[config.mk]
export PLATFORM = sky130hd
export DESIGN_NAME = mem_data_controller
export DESIGN_NICKNAME = d
export VERILOG_FILES = /design/src/rtl/mem_data_controller_pkg.sv /design/src/rtl/mem_lane_format.sv /design/src/rtl/mem_data_controller.sv
export SDC_FILE = /design/constraint.sdc
export NUM_CORES = 1
export LEC_CHECK = 0
export CORE_MARGIN = 5
export CORE_UTILIZATION = 39
export DETAILED_ROUTE_END_ITERATION = 10
export HOLD_SLACK_MARGIN = 0.03
export PLACE_DENSITY = 0.78
export SYNTH_ARGS = -nofsm -noshare
export SYNTH_HDL_FRONTEND = slang
export SYNTH_SLANG_ARGS = --single-unit
[constraint.sdc]
create_clock -name clock -period 2.46 [get_ports clock]
set_input_delay 0.492 -clock clock [delete_from_list [all_inputs] [get_ports clock]]
set_output_delay 0.492 -clock clock [all_outputs]
set_load 0.02 [all_outputs]
[src/rtl/mem_data_controller_pkg.sv]
// Shared definitions for the MEM-stage data memory controller.
package mem_data_controller_pkg;

    typedef enum logic [1:0] {
        IDLE = 2'd0,
        BUSY = 2'd1,
        DONE = 2'd2
    } mem_state_e;

    // Byte write-enable masks, big-endian: bit3 covers data[31:24].
    localparam logic [3:0] LANE_WORD    = 4'b1111;
    localparam logic [3:0] LANE_HALF_HI = 4'b1100;
    localparam logic [3:0] LANE_HALF_LO = 4'b0011;
    localparam logic [3:0] LANE_BYTE0   = 4'b1000;

    // Byte at address offset a lives in lane 3-a.
    function automatic logic [3:0] byte_lane(input logic [1:0] a);
        return LANE_BYTE0 >> a;
    endfunction

endpackage

[src/rtl/mem_lane_format.sv]
// Combinational load formatting: picks the byte/half from a big-endian
// word and sign- or zero-extends it. Word accesses pass straight through.
module mem_lane_format (
    input  logic [31:0] word,
    input  logic [1:0]  addr_lo,
    input  logic        is_byte,
    input  logic        is_half,
    input  logic        sign_ext,
    output logic [31:0] data
);

    logic [1:0]  lane;
    logic [7:0]  sel_b;
    logic [15:0] sel_h;

    assign lane  = 2'd3 - addr_lo;
    assign sel_b = word[{lane, 3'b000} +: 8];
    assign sel_h = addr_lo[1] ? word[15:0] : word[31:16];

    // Extract and extend according to access size.
    always_comb begin
        data = word;
        if (is_byte)
            data = {{24{sign_ext & sel_b[7]}}, sel_b};
        else if (is_half)
            data = {{16{sign_ext & sel_h[15]}}, sel_h};
    end

endmodule

[src/rtl/mem_data_controller.sv]
// MEM-stage data memory controller: request/ready handshake, stall
// generation, big-endian lane steering, address errors and LL/SC link.
module mem_data_controller
    import mem_data_controller_pkg::*;
#(
    parameter int ADDR_W = 30
) (
    input  logic              clock,
    input  logic              reset,
    input  logic [31:0]       MEM_Address,
    input  logic [31:0]       MEM_WriteData,
    input  logic              MEM_MemRead,
    input  logic              MEM_MemWrite,
    input  logic              MEM_Byte,
    input  logic              MEM_Half,
    input  logic              MEM_SignExtend,
    input  logic              MEM_LLSC,
    input  logic              M_Stall,
    input  logic              Eret,
    output logic [31:0]       ReadData,
    output logic              M_Stall_Controller,
    output logic              ExcAdEL,
    output logic              ExcAdES,
    output logic [ADDR_W-1:0] DataMem_Address,
    output logic              DataMem_Read,
    output logic [3:0]        DataMem_Write,
    output logic [31:0]       DataMem_Out,
    input  logic [31:0]       DataMem_In,
    input  logic              DataMem_Ready
);

    mem_state_e  state, state_nxt;
    logic [31:0] held_data;
    logic        llsc_valid;
    logic [29:0] llsc_addr;

    logic [29:0] word_addr;
    logic        aligned, is_sc, sc_fail, access_valid, req_en, complete;
    logic [3:0]  wr_lanes;
    logic [31:0] wr_data, fmt_data;

    assign word_addr = MEM_Address[31:2];
    assign aligned   = MEM_Byte | (MEM_Half & ~MEM_Address[0]) |
                       (~MEM_Byte & ~MEM_Half & (MEM_Address[1:0] == 2'b00));
    assign is_sc     = MEM_MemWrite & MEM_LLSC;
    assign sc_fail   = is_sc & ~(llsc_valid & (llsc_addr == word_addr));
    assign access_valid = (MEM_MemRead | MEM_MemWrite) & aligned & ~sc_fail;

    // Reset gates the request combinationally so the bus goes quiet at once,
    // even while the pipeline still presents the old MEM controls.
    assign req_en   = reset & access_valid & (state != DONE);
    assign complete = req_en & DataMem_Ready;

    assign ExcAdEL = MEM_MemRead  & ~aligned;
    assign ExcAdES = MEM_MemWrite & ~aligned;

    // Never a function of M_Stall, which already folds this signal in.
    assign M_Stall_Controller = req_en & ~DataMem_Ready;

    // Store lane steering and data replication.
    always_comb begin
        wr_lanes = LANE_WORD;
        wr_data  = MEM_WriteData;
        if (MEM_Byte) begin
            wr_lanes = byte_lane(MEM_Address[1:0]);
            wr_data  = {4{MEM_WriteData[7:0]}};
        end else if (MEM_Half) begin
            wr_lanes = MEM_Address[1] ? LANE_HALF_LO : LANE_HALF_HI;
            wr_data  = {2{MEM_WriteData[15:0]}};
        end
    end

    assign DataMem_Read    = req_en & MEM_MemRead;
    assign DataMem_Write   = (req_en & MEM_MemWrite) ? wr_lanes : 4'b0000;
    assign DataMem_Out     = (req_en & MEM_MemWrite) ? wr_data  : 32'h0;
    assign DataMem_Address = req_en ? ADDR_W'(word_addr) : '0;

    mem_lane_format u_fmt (
        .word     (DataMem_In),
        .addr_lo  (MEM_Address[1:0]),
        .is_byte  (MEM_Byte),
        .is_half  (MEM_Half),
        .sign_ext (MEM_SignExtend),
        .data     (fmt_data)
    );

    // SC reports success only on the cycle its write completes; a failed SC
    // reads 0 immediately. After completion under stall, the held copy wins.
    always_comb begin
        if (state == DONE)
            ReadData = held_data;
        else if (is_sc)
            ReadData = {31'b0, complete};
        else
            ReadData = fmt_data;
    end

    // State register.
    always_ff @(posedge clock or negedge reset) begin
        if (!reset) state <= IDLE;
        else        state <= state_nxt;
    end

    // Next state: park in DONE when the access finishes under a foreign stall
    // so the still-present MEM controls do not re-issue it.
    always_comb begin
        state_nxt = state;
        case (state)
            IDLE: if (access_valid)
                      state_nxt = DataMem_Ready ? (M_Stall ? DONE : IDLE) : BUSY;
            BUSY: if (DataMem_Ready)
                      state_nxt = M_Stall ? DONE : IDLE;
            DONE: if (!M_Stall)
                      state_nxt = IDLE;
            default: state_nxt = IDLE;
        endcase
    end

    // Capture the result that MEM will see while parked in DONE.
    always_ff @(posedge clock or negedge reset) begin
        if (!reset)
            held_data <= 32'h0;
        else if (complete)
            held_data <= is_sc ? 32'h1 : (MEM_MemRead ? fmt_data : 32'h0);
    end

    // LL/SC link tracking; Eret beats a simultaneous LL.
    always_ff @(posedge clock or negedge reset) begin
        if (!reset) begin
            llsc_valid <= 1'b0;
            llsc_addr  <= 30'h0;
        end else if (Eret) begin
            llsc_valid <= 1'b0;
        end else if (complete) begin
            if (MEM_MemRead & MEM_LLSC) begin
                llsc_valid <= 1'b1;
                llsc_addr  <= word_addr;
            end else if (MEM_MemWrite & (MEM_LLSC | (word_addr == llsc_addr))) begin
                llsc_valid <= 1'b0;
            end
        end
    end

endmodule
==> metrics.txt, run 1 <==
# TYPE chip_impl_metric gauge
chip_impl_metric{name="total_overflow_reported_by_the_global_router",unit=""} 0
chip_impl_metric{name="report.final.setup_viol",unit=""} 134
chip_impl_info{name="crit_path_cell_trace",value="dlygate4sd2_1 > xor2_1 > nor4_1 > nand4_1 > o31ai_4 > buf_4 > nand3_4 > buf_12 > nor2_4 > buf_6"} 1
chip_impl_info{name="cts_tree",value="done"} 1
chip_impl_metric{name="num_antenna_cells",unit=""} 0
chip_impl_metric{name="syn_nets",unit=""} 656
chip_impl_metric{name="route.antenna.remaining_nets",unit=""} 0
chip_impl_metric{name="worst-endpoint-required",unit="ns"} 1.97
chip_impl_metric{name="die_height",unit="um"} 122.1
chip_impl_info{name="critical_path.endpoint_type",value="output pin"} 1
chip_impl_metric{name="timing.critical_path.fanout_max",unit=""} 8
chip_impl_metric{name="viasPerCell",unit=""} 5.233
chip_impl_metric{name="hold_violations",unit=""} 0
chip_impl_info{name="cts_root_buf",value="clkbuf_16"} 1
chip_impl_metric{name="number_of_antenna_violations_at_the_first_check_in_global_routing",unit=""} 3
chip_impl_metric{name="whs",unit="ns"} 0.3763
chip_impl_metric{name="drive_above_1_share",unit="%"} 50.57
chip_impl_metric{name="pin_count",unit=""} 209
chip_impl_metric{name="finalCriticalPeriod",unit="ns"} 3.181
chip_impl_metric{name="max_cap_viol_count",unit=""} 0
chip_impl_info{name="violations_in_the_final_reports",value="negative setup slack"} 1
chip_impl_metric{name="ffs_w_async_s_r_synth",unit="%"} 100.0
chip_impl_info{name="synth_area_leader_cell",value="dfrtp_1"} 1
chip_impl_metric{name="timing_max_transition_violations_final",unit=""} 0
chip_impl_metric{name="die-width",unit="um"} 122.1
chip_impl_metric{name="place.gp.congestion",unit=""} 0.9044
chip_impl_metric{name="yosysWarnings",unit=""} 0
chip_impl_metric{name="synthToLayoutAreaGrowth",unit="%"} 89.95
chip_impl_metric{name="ys_types",unit=""} 40
chip_impl_metric{name="share_seq_of_total_power",unit="%"} 30.2
chip_impl_metric{name="p_sw_share",unit="%"} 32.94
chip_impl_metric{name="path_buf_inv",unit=""} 4
chip_impl_metric{name="final-seq-area",unit="um2"} 1627
chip_impl_metric{name="syn-cell-area",unit="um2"} 4905
chip_impl_metric{name="skew",unit="ns"} 0.006919
chip_impl_metric{name="clock_tree.htree_level_count",unit=""} 3
chip_impl_metric{name="grt_pass1_wl",unit="mm"} 29.54
chip_impl_metric{name="detailedRoute.firstIterationViolations",unit=""} 284
chip_impl_metric{name="power_density",unit="nW/um2"} 498.7
chip_impl_metric{name="clk_transition_reported_paths",unit="ns"} 0.05
chip_impl_info{name="timing.hold.worst.class",value="input pin to async pin"} 1
chip_impl_metric{name="post_synth.cell_area_avg",unit="um2"} 8.934
chip_impl_metric{name="number_of_enable_flip_flop_cells_after_synthesis",unit=""} 0
chip_impl_metric{name="fp.coreArea",unit="um2"} 12470
chip_impl_metric{name="fillCellCount",unit=""} 832
chip_impl_info{name="netlist_top_cells_area",value="dfrtp_1 33%, mux2i_1 10%, mux2_4 9.2%"} 1
chip_impl_metric{name="post_drt_wl_per_cell",unit="um"} 19.86
chip_impl_metric{name="place_area",unit="um2"} 8021
chip_impl_metric{name="remaining_drc_errors",unit=""} 0
chip_impl_metric{name="dr_total_vias",unit=""} 5495
chip_impl_info{name="cp-start-kind",value="input pin"} 1
chip_impl_metric{name="synth-seq-area-share",unit="%"} 33.16
chip_impl_metric{name="power.static_leakage",unit="nW"} 4.624
chip_impl_info{name="rsz0062_at_grt",value="true"} 1
chip_impl_metric{name="hpwl",unit="mm"} 13.48
chip_impl_metric{name="worst_ep_arrival_time",unit="ns"} 2.69
chip_impl_metric{name="grt_pass1_vias",unit=""} 5812
chip_impl_metric{name="maxClockFrequency",unit="GHz"} 0.3144
chip_impl_metric{name="dieArea",unit="um2"} 14920
chip_impl_metric{name="tritoncts.num_buffers",unit=""} 9
chip_impl_metric{name="post_cts_hold_buffer_count",unit=""} 0
chip_impl_info{name="yosysMostFrequentCell",value="nor2_1"} 1
chip_impl_metric{name="cts.path.max_buffers",unit=""} 2
chip_impl_metric{name="timing.max_slew.rel_slack",unit="%"} 43.33
chip_impl_metric{name="fin_crit_share",unit="%"} 129.3
chip_impl_metric{name="utilization",unit="%"} 74.74
chip_impl_metric{name="ys_ff_latch",unit=""} 65
chip_impl_info{name="crit_path_top_delay_cell",value="nor4_1"} 1
chip_impl_info{name="synth.cells.most_frequent",value="75 x nor2_1, 65 x dfrtp_1, 63 x nand2_1, 51 x mux2i_1, 40 x and3_1"} 1
chip_impl_metric{name="clock_sinks",unit=""} 65
chip_impl_metric{name="initial_cell_density_of_the_core",unit="%"} 39.35
chip_impl_metric{name="final_design_area_no_fill",unit="um2"} 9316
chip_impl_metric{name="power.share.clock",unit="%"} 29.0
chip_impl_info{name="critical_path_class",value="input pin to output pin"} 1
chip_impl_metric{name="num-nets-final",unit=""} 980
chip_impl_metric{name="core.rowCount",unit=""} 41
chip_impl_info{name="critical-path-top-delay-family",value="simple AND/OR/NAND/NOR gates"} 1
chip_impl_metric{name="internal_power",unit="mW"} 3.116
chip_impl_metric{name="total_switching_power",unit="mW"} 1.531
chip_impl_metric{name="irDropWorstVdd",unit="mV"} 0.4303
chip_impl_metric{name="worst_slew_pin_slew",unit="ns"} 0.8500
chip_impl_metric{name="yosys.area.top_type_share",unit="%"} 33.16
chip_impl_metric{name="final.setup.worst_slack",unit="ns"} -0.7206
chip_impl_info{name="yosys_most_used_dff",value="dfrtp_1"} 1
chip_impl_info{name="status",value="finished with violations"} 1
chip_impl_metric{name="comb_power_share",unit="%"} 40.8
chip_impl_metric{name="io_buffers",unit=""} 208
chip_impl_metric{name="insertion_delay_of_the_later_clocked_pin_in_the_worst_skew_pair",unit="ns"} 0.33
chip_impl_metric{name="slowest_stage_delay_cp",unit="ns"} 0.35
chip_impl_metric{name="dr.pass1.iters",unit=""} 5
chip_impl_metric{name="grt_start_max_net_pins",unit=""} 66
chip_impl_metric{name="area_occupied_by_multi_input_gates",unit="um2"} 3685
chip_impl_metric{name="report.power.total",unit="mW"} 4.646
chip_impl_metric{name="finalWirelength",unit="mm"} 20.85
chip_impl_metric{name="synthesis.instances",unit=""} 549
chip_impl_metric{name="global_route.usage.total",unit="%"} 25.01
==> through the flow <==
step                      instances  worst slack (ns)  setup TNS (ns)
after floorplan                 549          -0.09539          -5.151
after global placement          990            -1.228         -146.73
after detailed placement        990            -1.307         -155.63
after CTS                      1042           -0.5331          -39.63
after global routing           1050           -0.8352          -68.34
final                          1050           -0.7206          -53.80
==> cell type report <==
class / count / area share (%)
sequential: 65 / 17.46
tap: 172 / 2.310
timing repair buffer: 351 / 36.48
clock inverter: 4 / 0.5372
inverter: 19 / 0.8058
clock buffer: 12 / 2.861
multi-input combinational: 427 / 39.55
==> layout by cell type, fill, tap and decap left out, types with 14 or more instances in the layout <==
master	synthesis	routed
buf_4	3	113
buf_6	3	92
dfrtp_1	65	65
clkdlybuf4s50_1	0	65
nand2_1	63	60
mux2i_1	51	50
nor2_1	75	48
and3_4	0	34
mux2_4	30	34
xor2_1	30	29
dlygate4sd2_1	0	28
nor2_4	0	27
a21oi_1	33	23
mux2_2	19	19
inv_1	19	18
clkbuf_16	0	14
buf_2	5	14
==> state kept, by name, indices dropped and copies added, names as in the netlist <==
register / cells
held_data: 32
llsc_addr: 30
llsc_valid: 1
state: 2
==> worst paths after layout <==
path	start	end	slack (ns)	cells past startpoint
setup / recovery	MEM_Address[22]	DataMem_Out[19]	-0.72	10
hold / removal	reset	held_data[15]	0.38	2
setup reg to reg	llsc_addr[18]	llsc_valid	-0.24	10
hold reg to reg	held_data[19]	held_data[19]	0.51	1
max in group asynchronous	reset	llsc_addr[1]	1.53	2
min in group clock	held_data[19]	held_data[19]	0.51	1
==> logic make-up after synthesis <==
logic type / after synthesis / synth area share, %
xor+xnor: 30 / 5.357
mux: 106 / 25.79
buf+inv: 60 / 6.403
compound gates: 79 / 9.005
simple gates: 209 / 20.28
flops: 65 / 33.16
==> worst reg2reg max path: stages (launching register included) <==
cell and delay, ns:
dfrtp_1 0.41, xor2_1 0.18, nor4_1 0.39, nand4_1 0.28, o31ai_4 0.34, buf_4 0.17, buf_6 0.11, nand3_4 0.10
buf_8 0.16, buf_12 0.13, a221o_1 0.32
==> layer usage <==
layer	global-route usage, %	share of wire, %	up-vias
li1	-	-	2530
met5	0	0.14	-
met3	7.057	8.2	41
met1	30.55	39	2662
met2	43.09	50	256
met4	7.208	2.2	6
==> power groups by stage <==
| stage | Sequential (mW) | Clock, mW | Combinational [mW] |
|---|---|---|---|
| final | 1.40 | 1.35 | 1.89 |
| after global routing | 1.43 | 1.41 | 2.01 |
| after CTS | 1.39 | 1.36 | 1.72 |
| after detailed placement | 1.41 | 0 | 1.63 |
| after global placement | 1.39 | 0 | 1.58 |
| after floorplan | 1.38 | 0 | 0.865 |
==> repair_timing <==
item | 4_1_cts | 5_1_grt
setup buffers | 31 | 15
endpoints found under the setup margin | 165 | 147
pin swaps | 27 | 36
resized for setup | 569 | 241
cloned | 5 | 8
Note: power is estimated with default switching activity, not from simulation.
==> run 2, diff against run 1 <==
--- a/config.mk
+++ b/config.mk
@@ -6,10 +6,10 @@
 export NUM_CORES = 1
 export LEC_CHECK = 0
 export CORE_MARGIN = 5
-export CORE_UTILIZATION = 39
+export CORE_UTILIZATION = 44
 export DETAILED_ROUTE_END_ITERATION = 10
 export HOLD_SLACK_MARGIN = 0.03
-export PLACE_DENSITY = 0.78
+export PLACE_DENSITY_LB_ADDON = 0.12
 export SYNTH_ARGS = -nofsm -noshare
 export SYNTH_HDL_FRONTEND = slang
 export SYNTH_SLANG_ARGS = --single-unit
==> constraint.sdc (replaced) <==
create_clock -name clock -period 3.6 [get_ports clock]
set_input_delay 0.72 -clock clock [delete_from_list [all_inputs] [get_ports clock]]
set_output_delay 0.72 -clock clock [all_outputs]
set_load 0.02 [all_outputs]
==> run 2 against run 1 <==
  * The run now ends clean
  * Cell count down 9.6%
  * Count of clock-buffer cells in the layout decreased by 2
  * Power down 45%
  * Clock power shrank 54%
  * Cell area down 18%
  * First-iteration DRC count increased by 36%
  * Combinational power shrank 47%
  * Setup slack better by 0.80 ns
  * Global-route usage is 0.77 points lower
  * Sequential power shrank 32%
  * Die area down 10%
  * Critical path depth rose by 1
  * Critical endpoint is now DataMem_Write[0]
==> metrics.txt, run 2 (synthesis gave the netlist of run 1 again) <==
# TYPE chip_impl_metric gauge
chip_impl_metric{name="r2r.worst_path.cells",unit=""} 10
chip_impl_metric{name="finalCriticalPeriod",unit="ns"} 3.523
chip_impl_metric{name="skew",unit="ns"} 0.01003
chip_impl_metric{name="timing.max_slew.rel_slack",unit="%"} 43.77
chip_impl_metric{name="remaining_drc_errors",unit=""} 0
chip_impl_info{name="status",value="finished, final reports clean"} 1
chip_impl_metric{name="area_occupied_by_multi_input_gates",unit="um2"} 3042
chip_impl_metric{name="timing.critical_path.fanout_max",unit=""} 7
chip_impl_metric{name="die_height",unit="um"} 115.6
chip_impl_metric{name="io_buffers",unit=""} 208
chip_impl_metric{name="total_overflow_reported_by_the_global_router",unit=""} 0
chip_impl_metric{name="final-seq-area",unit="um2"} 1627
chip_impl_metric{name="irDropWorstVdd",unit="mV"} 0.1825
chip_impl_metric{name="worst-endpoint-required",unit="ns"} 2.88
chip_impl_info{name="worst_setup_path_startpoint",value="MEM_Address[25]"} 1
chip_impl_metric{name="core.rowCount",unit=""} 38
chip_impl_metric{name="place.gp.congestion",unit=""} 0.9109
chip_impl_metric{name="clk_transition_reported_paths",unit="ns"} 0.07
chip_impl_info{name="regToRegStartpoint",value="llsc_addr[7]"} 1
chip_impl_metric{name="synthToLayoutAreaGrowth",unit="%"} 55.23
chip_impl_info{name="timing.hold.worst.class",value="flop to flop"} 1
chip_impl_metric{name="route.antenna.remaining_nets",unit=""} 0
chip_impl_info{name="rsz0062_at_grt",value="true"} 1
chip_impl_metric{name="fillCellCount",unit=""} 924
chip_impl_metric{name="power_density",unit="nW/um2"} 338.1
chip_impl_metric{name="tritoncts.num_buffers",unit=""} 9
chip_impl_metric{name="largest_reg_flops",unit=""} 32
chip_impl_metric{name="cts.path.max_buffers",unit=""} 2
chip_impl_info{name="registers.top_by_ff_count",value="held_data"} 1
chip_impl_metric{name="global_route.usage.total",unit="%"} 24.25
chip_impl_metric{name="num_antenna_cells",unit=""} 0
chip_impl_metric{name="worst_slew_pin_slew",unit="ns"} 0.8434
chip_impl_metric{name="grt_pass1_wl",unit="mm"} 25.55
chip_impl_metric{name="post_cts_hold_buffer_count",unit=""} 0
chip_impl_metric{name="dieArea",unit="um2"} 13360
chip_impl_metric{name="hpwl",unit="mm"} 12.37
chip_impl_info{name="cts_root_buf",value="clkbuf_8"} 1
chip_impl_info{name="leading_cell_type_in_the_layout_fill_and_taps_excluded",value="buf_4"} 1
chip_impl_metric{name="maxClockFrequency",unit="GHz"} 0.2839
chip_impl_metric{name="number_of_antenna_violations_at_the_first_check_in_global_routing",unit=""} 0
chip_impl_info{name="critical_path_class",value="input pin to output pin"} 1
chip_impl_metric{name="clock_sinks",unit=""} 65
chip_impl_metric{name="insertion_delay_of_the_later_clocked_pin_in_the_worst_skew_pair",unit="ns"} 0.33
chip_impl_info{name="reg2reg_to",value="held_data[31]"} 1
chip_impl_metric{name="timing.setup.tns",unit="ns"} 0
chip_impl_metric{name="detailedRoute.firstIterationViolations",unit=""} 387
chip_impl_metric{name="setup.reg_to_reg.worst_slack",unit="ns"} 0.93
chip_impl_metric{name="fin_crit_share",unit="%"} 97.85
chip_impl_metric{name="finalWirelength",unit="mm"} 16.64
chip_impl_metric{name="grt_start_max_net_pins",unit=""} 66
chip_impl_metric{name="viasPerCell",unit=""} 5.272
chip_impl_metric{name="post_drt_wl_per_cell",unit="um"} 17.54
chip_impl_metric{name="num-nets-final",unit=""} 912
chip_impl_info{name="most_used_cells_in_the_layout_excluding_fill_and_tap_cells",value="79 x buf_4, 78 x clkdlybuf4s50_1, 75 x nor2_1, 65 x dfrtp_1, 62 x nand2_1"} 1
chip_impl_metric{name="report.power.total",unit="mW"} 2.574
chip_impl_metric{name="hold_violations",unit=""} 0
chip_impl_metric{name="power.static_leakage",unit="nW"} 4.164
chip_impl_metric{name="grt_pass1_vias",unit=""} 5101
chip_impl_metric{name="dr_total_vias",unit=""} 5003
chip_impl_metric{name="timing_max_transition_violations_final",unit=""} 0
chip_impl_metric{name="clock_tree.htree_level_count",unit=""} 3
chip_impl_metric{name="report.final.setup_viol",unit=""} 0
chip_impl_info{name="cts_tree",value="done"} 1
chip_impl_info{name="cp-start-kind",value="input pin"} 1
chip_impl_info{name="worstSetupEndpoint",value="DataMem_Write[0]"} 1
chip_impl_info{name="critical_path.endpoint_type",value="output pin"} 1
chip_impl_metric{name="drive_above_1_share",unit="%"} 25.83
chip_impl_metric{name="max_cap_viol_count",unit=""} 0
chip_impl_metric{name="fp.coreArea",unit="um2"} 10890
chip_impl_metric{name="worst_ep_arrival_time",unit="ns"} 2.80
chip_impl_metric{name="die-width",unit="um"} 115.6
chip_impl_metric{name="pin_count",unit=""} 209
chip_impl_metric{name="initial_cell_density_of_the_core",unit="%"} 45.05
chip_impl_metric{name="dr.pass1.iters",unit=""} 4
chip_impl_info{name="layout_top_registers",value="held_data: 32 flops, llsc_addr: 30 flops, state: 2 flops"} 1
-- run 2: changes by cell type in the layout (fill, tap and decap cells not counted), sizes merged, moves of 2 or more --
cell           before  now
dlymetal6s2s        3    7
clkdlybuf4s50      65   78
clkdlybuf4s15       3   16
clkinv              1    3
dlygate4sd2        28   61
buf               235  120
nand2              67   64
clkbuf             29   14
clkinvlp            3    1
-- run 2: per-layer routing --
| layer | vias up | global-route usage (%) | share of wire [%] |
|---|---|---|---|
| met2 | 192 | 42.40 | 50 |
| met3 | 26 | 5.117 | 7.1 |
| met1 | 2403 | 30.32 | 40 |
| li1 | 2382 | - | - |
| met5 | - | 0 | 0 |
| met4 | 0 | 6.808 | 2.1 |
-- run 2: stage by stage --
step | hold WS, ns | std cells | util [%] | setup WS, ns | cell area (um2)
3_3_place_gp | 0.4747 | 918 | 67.90 | -0.6491 | 7393
4_1_cts | 0.5025 | 944 | 69.44 | -0.02094 | 7561
6_report | 0.5036 | 949 | 69.93 | 0.07729 | 7614
2_1_floorplan | 0.4244 | 549 | - | 0.4295 | 4905
5_1_grt | 0.5163 | 949 | 69.93 | -0.03579 | 7614
3_5_place_dp | 0.4858 | 918 | 67.90 | -0.6588 | 7393
-- run 2: how the worst min path moves through the flow --
stage | from | to | slack (ns) | cells past startpoint
detailed placement | held_data[27] | held_data[27] | 0.49 | 1
global route | held_data[26] | held_data[26] | 0.52 | 1
finish | held_data[27] | held_data[27] | 0.50 | 1
CTS | held_data[27] | held_data[27] | 0.50 | 1
global placement | held_data[29] | held_data[29] | 0.47 | 1
floorplan | reset | held_data[0] | 0.42 | 0
-- run 2: power breakdown --
part	switching, mW	internal (mW)
registers	0.0803	0.872
logic	0.495	0.500
clock network	0.293	0.334
total	0.868	1.71
-- run 2: final cells by class --
| type | count | area share, % |
|---|---|---|
| multi-input cells | 424 | 39.95 |
| repair buffers | 286 | 32.90 |
| well taps | 140 | 2.301 |
| inverters | 19 | 0.9367 |
| clock inverters | 5 | 0.7395 |
| flip-flops and latches | 65 | 21.36 |
| clock buffers | 10 | 1.808 |
-- run 2: repair_timing --
| action | CTS | global route |
|---|---|---|
| setup buffers | 7 | 5 |
| pin swaps | 10 | 11 |
| cloned | 4 | 0 |
| resized for setup | 267 | 34 |
| endpoints found under the setup margin | 98 | 85 |
| endpoints found under the hold margin | 0 | 0 |
-- run 2: critical path, cell delays in order --
cell	delay (ns)
dlygate4sd2_1	0.26
xor2_1	0.16
nor4_2	0.34
nand3_1	0.18
o31ai_4	0.28
buf_6	0.15
nand3_4	0.17
buf_16	0.20
buf_12	0.12
nor2b_4	0.10
buf_6	0.12
